### src/rtl/reg_cdc_pkg.sv
// reg_cdc_pkg: types shared by the source-side controller and the destination-side arbiter.
//   state_e   - source handshake state (idle / waiting for ack)
//   req_sel_e - arbiter request select (software vs hardware update)
package reg_cdc_pkg;
    typedef enum logic [0:0] {StIdle = 1'b0, StWait = 1'b1} state_e;
    typedef enum logic [0:0] {SelSwReq = 1'b0, SelHwReq = 1'b1} req_sel_e;
endpackage

### src/rtl/reg_cdc_src_timer.sv
// reg_cdc_src_timer: handshake timeout counter.
//   clk_i, rst_ni - clock, async active-low reset
//   clr_i         - restart the count (transaction accepted)
//   en_i          - count this cycle (waiting for ack)
//   expired_o     - count has reached TimeoutCycles-1
module reg_cdc_src_timer #(
    parameter int unsigned TimeoutCycles = 1024
) (
    input  logic clk_i,
    input  logic rst_ni,
    input  logic clr_i,
    input  logic en_i,
    output logic expired_o
);
    localparam int unsigned CntW = $clog2(TimeoutCycles);
    logic [CntW-1:0] cnt_q, cnt_d;
    always_comb begin
        cnt_d = clr_i ? '0 : en_i ? cnt_q + 1'b1 : cnt_q;
    end
    always_ff @(posedge clk_i or negedge rst_ni) begin
        if (!rst_ni) cnt_q <= '0;
        else         cnt_q <= cnt_d;
    end
    assign expired_o = cnt_q == CntW'(TimeoutCycles - 1);
endmodule

### src/rtl/reg_cdc_src_ctrl.sv
// reg_cdc_src_ctrl: source-side controller of a register CDC handshake.
//   clk_i, rst_ni        - clock, async active-low reset
//   req_i, we_i, wd_i    - bus access (valid, write, write data)
//   ready_o, rdata_o     - access accepted, software-visible register value
//   err_o                - one-cycle timeout pulse
//   src_req_o, src_wd_o  - level request and its data toward the destination
//   src_ack_i            - destination completed the software write
//   src_update_i, dst_qs_i - destination hardware changed the register to dst_qs_i
// Optional macro REG_CDC_SRC_TIMEOUT_EN: abort a write after TimeoutCycles without ack.
module reg_cdc_src_ctrl
    import reg_cdc_pkg::*;
#(
    parameter int unsigned          DataWidth     = 32,
    parameter logic [DataWidth-1:0] ResetVal      = '0,
    parameter int unsigned          TimeoutCycles = 1024
) (
    input  logic                 clk_i,
    input  logic                 rst_ni,
    input  logic                 req_i,
    input  logic                 we_i,
    input  logic [DataWidth-1:0] wd_i,
    output logic                 ready_o,
    output logic [DataWidth-1:0] rdata_o,
    output logic                 err_o,
    output logic                 src_req_o,
    output logic [DataWidth-1:0] src_wd_o,
    input  logic                 src_ack_i,
    input  logic                 src_update_i,
    input  logic [DataWidth-1:0] dst_qs_i
);
    state_e               state_q, state_d;
    logic [DataWidth-1:0] src_q, src_d, wd_q, wd_d;
    logic                 err_q, err_d;
    logic                 in_wait, wr_acc, timeout;

    assign in_wait = state_q == StWait;
    assign wr_acc  = !in_wait && req_i && we_i;

`ifdef REG_CDC_SRC_TIMEOUT_EN
    reg_cdc_src_timer #(.TimeoutCycles(TimeoutCycles)) u_timer (
        .clk_i    (clk_i),
        .rst_ni   (rst_ni),
        .clr_i    (wr_acc),
        .en_i     (in_wait),
        .expired_o(timeout)
    );
`else
    assign timeout = 1'b0;
`endif

    // The ack beats a same-cycle hardware update: the software write lands last in the destination.
    always_comb begin
        state_d = in_wait ? ((src_ack_i || timeout) ? StIdle : StWait) : (wr_acc ? StWait : StIdle);
        src_d   = (in_wait && src_ack_i) ? wd_q : src_update_i ? dst_qs_i : src_q;
        wd_d    = wr_acc ? wd_i : wd_q;
        err_d   = in_wait && timeout && !src_ack_i;
    end

    always_ff @(posedge clk_i or negedge rst_ni) begin
        if (!rst_ni) begin
            state_q <= StIdle;
            err_q   <= 1'b0;
        end else begin
            state_q <= state_d;
            err_q   <= err_d;
        end
    end

    always_ff @(posedge clk_i or negedge rst_ni) begin
        if (!rst_ni) begin
            src_q <= ResetVal;
            wd_q  <= '0;
        end else begin
            src_q <= src_d;
            wd_q  <= wd_d;
        end
    end

    assign ready_o   = !in_wait;
    assign src_req_o = in_wait;
    assign src_wd_o  = wd_q;
    assign rdata_o   = src_q;
    assign err_o     = err_q;
endmodule
### config.mk
export PLATFORM = sky130hd
export DESIGN_NAME = reg_cdc_src_ctrl
export DESIGN_NICKNAME = d
export VERILOG_FILES = /design/src/rtl/reg_cdc_pkg.sv /design/src/rtl/reg_cdc_src_timer.sv /design/src/rtl/reg_cdc_src_ctrl.sv
export SDC_FILE = /design/constraint.sdc
export NUM_CORES = 1
export LEC_CHECK = 0
export CAP_MARGIN = 20
export CORE_AREA = 3 3 89 91
export DETAILED_ROUTE_END_ITERATION = 16
export DIE_AREA = 0 0 92 94
export PLACE_DENSITY = 0.84
export SLEW_MARGIN = 15
export SYNTH_ARGS = -nofsm -noshare
export SYNTH_HDL_FRONTEND = slang
export SYNTH_SLANG_ARGS = --single-unit
### constraint.sdc
create_clock -name clk_i -period 1.9 [get_ports clk_i]
set_clock_uncertainty 0.15 [all_clocks]
set_input_delay 0.38 -clock clk_i [delete_from_list [all_inputs] [get_ports clk_i]]
set_output_delay 0.38 -clock clk_i [all_outputs]
set_load 0.05 [all_outputs]
==> flow_summary_export.csv <==
group,metric,value,unit
floorplanning,io_pins,137,
sta,period_needed,1.77,ns
finish,area_growth,54.4,%
sta,period_share,0.932,
cts,htreeDepth,3,
floorplanning,die_w,92,µm
setup_path,arrival,1.24,ns
drt,vias,2242,
drt,drc,0,
cts,clock_latency,0.32,ns
sta,hold_violations,0,
pwr,leakagePower,2.11,nW
sta,setup_viol,0,
cts,tritoncts.num_buffers,9,
setup_path,crit_fanout,13,
cts,clkTransAtPathRegs,0.07,ns
drt,drtPass1Iterations,4,
sta,setup_ws,0.130,ns
floorplanning,fp-row-count,31,
run_status,status,"complete, no violations",
global_route,grt_pass1_vias,2267,
place,port_buffers,135,
drt,drtIter0Drc,54,
finish,antenna_cells,0,
drt,viasPerCell,4.86,
sta,setup_tns,0,ns
setup_path,r2r_cells,4,
global_route,antenna_found_initial,0,
finish,fillCellCount,585,
floorplanning,initial_core_util,0.399,
cts,cts_tree,"yes",
synth,ys_warn_count,0,
drt,ant_nets,0,
hold_path,hold_depth,1,
cts,post_cts_buffers,0,
floorplanning,die_area,0.00865,mm²
cts,clockRootBuffer,"clkbuf_8",
global_route,overflow,0,
setup_path,crit_path_start_kind,"flip-flop",
cts,clockBufferDepth,2,
sta,slew_violations,0,
place,gp_congestion,0.722,
floorplanning,core_area,0.00721,mm²
drt,wl_per_cell,16.1,µm
pwr,ir_drop,0.000499,V
finish,regArea,0.00163,mm²
finish,utilization,0.616,
synth,syn_avg_cell_area,13.3,µm²
floorplanning,fp.dieH,94,µm
drt,wl,7.43,mm
place,placed_area,0.00424,mm²
finish,drive_gt1_frac,0.354,
global_route,grt_max_degree,66,
setup_path,end_kind,"output pin",
synth,synth_seq_area_share,0.565,
synth,ys_seq_elements,65,
cts,clock_sinks,65,
sta,holdWs,0.389,ns
synth,syn_nets,287,
pwr,p_per_area,1160,mW/mm²
synth,synthDistinctLibCells,14,
finish,multiInputGateArea,0.00114,mm²
setup_path,path_class,"reg2out",
sta,max_freq,565,MHz
global_route,grt_use_total,0.173,
hold_path,hold_class,"reg2reg",
finish,final_area,0.00445,mm²
place,place_ws,0.118,ns
sta,grt_setup_unrepaired,"no",
finish,final_nets,427,
cts,ctsResizeCount,0,
global_route,grt_pass1_wl,11.7,mm
flow_run,drv_cap,0,
synth,postSynthCellCount,217,
synth,syn_area,0.00288,mm²
setup_path,required,1.37,ns
place,dp_hpwl,5.57,mm
==> sequential cells by signal (all words and copies together), names as in the netlist <==
name and count:
rdata_o 32, src_req_o 1, src_wd_o 32
==> synth_stat cells (all sizes together) <==
library cell	instances	area share
conb	1	0.0013
mux2i	32	0.11
nand3	32	0.056
dfrtp	65	0.56
mux2	32	0.16
nand3b	1	0.0070
buf	10	0.025
o21ai	33	0.057
and2	1	0.0022
clkbuf	9	0.012
inv	1	0.0013
==> report_power, final <==
group	internal, mW	switching (mW)	leakage (nW)
combinational	0.803	1.36	1.24
sequential	1.66	0.202	0.772
clock	0.637	0.511	0.0953
==> stage by stage <==
step           std cells  power [mW]
5_1_grt              461        5.39
2_1_floorplan        217        3.27
4_1_cts              461        5.22
3_5_place_dp         444        4.07
3_3_place_gp         444        4.03
6_report             461        5.18
==> cell type report <==
cell class | instances | share of cell area
repair buffers | 148 | 0.304
well taps | 99 | 0.0279
flip-flops and latches | 65 | 0.366
inverters | 1 | 0.000844
clock inverters | 5 | 0.0124
clock buffers | 11 | 0.0318
multi-input cells | 132 | 0.257
==> worst max-delay path, stage by stage, from the launching register on <==
cell and delay (ns):
dfrtp_1 0.41, buf_4 0.20, inv_1 0.10, buf_4 0.20
==> path summary, 6_finish.rpt <==
| check | from | to | slack (ns) |
|---|---|---|---|
| min reg2reg | src_wd_o[25] | src_wd_o[25] | 0.39 |
| max in group asynchronous | rst_ni | rdata_o[31] | 0.89 |
| max | src_req_o | ready_o | 0.13 |
| min in group asynchronous | rst_ni | rdata_o[22] | 0.44 |
| min | src_wd_o[25] | src_wd_o[25] | 0.39 |
| max reg2reg | src_req_o | rdata_o[9] | 0.51 |
==> layout by cell type, fill, tap and decap left out <==
cell type	instances
o21ai_0	33
bufinv_16	1
buf_12	6
clkdlybuf4s50_1	67
buf_4	72
mux2_2	3
nand3b_4	1
clkinvlp_4	2
clkbuf_1	1
inv_1	1
and2_1	1
dlygate4sd3_1	1
conb_1	1
dfrtp_1	65
mux2i_1	32
clkinv_2	2
buf_2	2
mux2_4	29
nand3_1	32
clkbuf_8	10
==> repair_timing <==
| action | CTS | global route |
|---|---|---|
| hold buffers | 1 | 0 |
| setup endpoints to repair | 0 | 0 |
| hold endpoints to repair | 65 | 0 |
==> kinds of logic (layout without fill, tap and decap cells) <==
| group | Yosys count | in the layout | share of synthesized area |
|---|---|---|---|
| flip-flops | 65 | 65 | 0.565 |
| multiplexers | 64 | 64 | 0.274 |
| buffers and inverters | 20 | 165 | 0.0378 |
| AO/OA/AOI/OAI | 33 | 33 | 0.0573 |
| AND/OR/NAND/NOR | 34 | 34 | 0.0647 |
| other | 1 | 1 | 0.00130 |
==> metal layers <==
metal	up-vias	GRT usage	part of all wire	wire length, µm
li1	1052	-	-	-
met1	1103	0.224	0.43	3160
met2	82	0.286	0.51	3770
met3	5	0.0441	0.059	439
met4	0	0.0532	0.0069	51
met5	-	0	0	0
(Power assumes the default switching activity.)
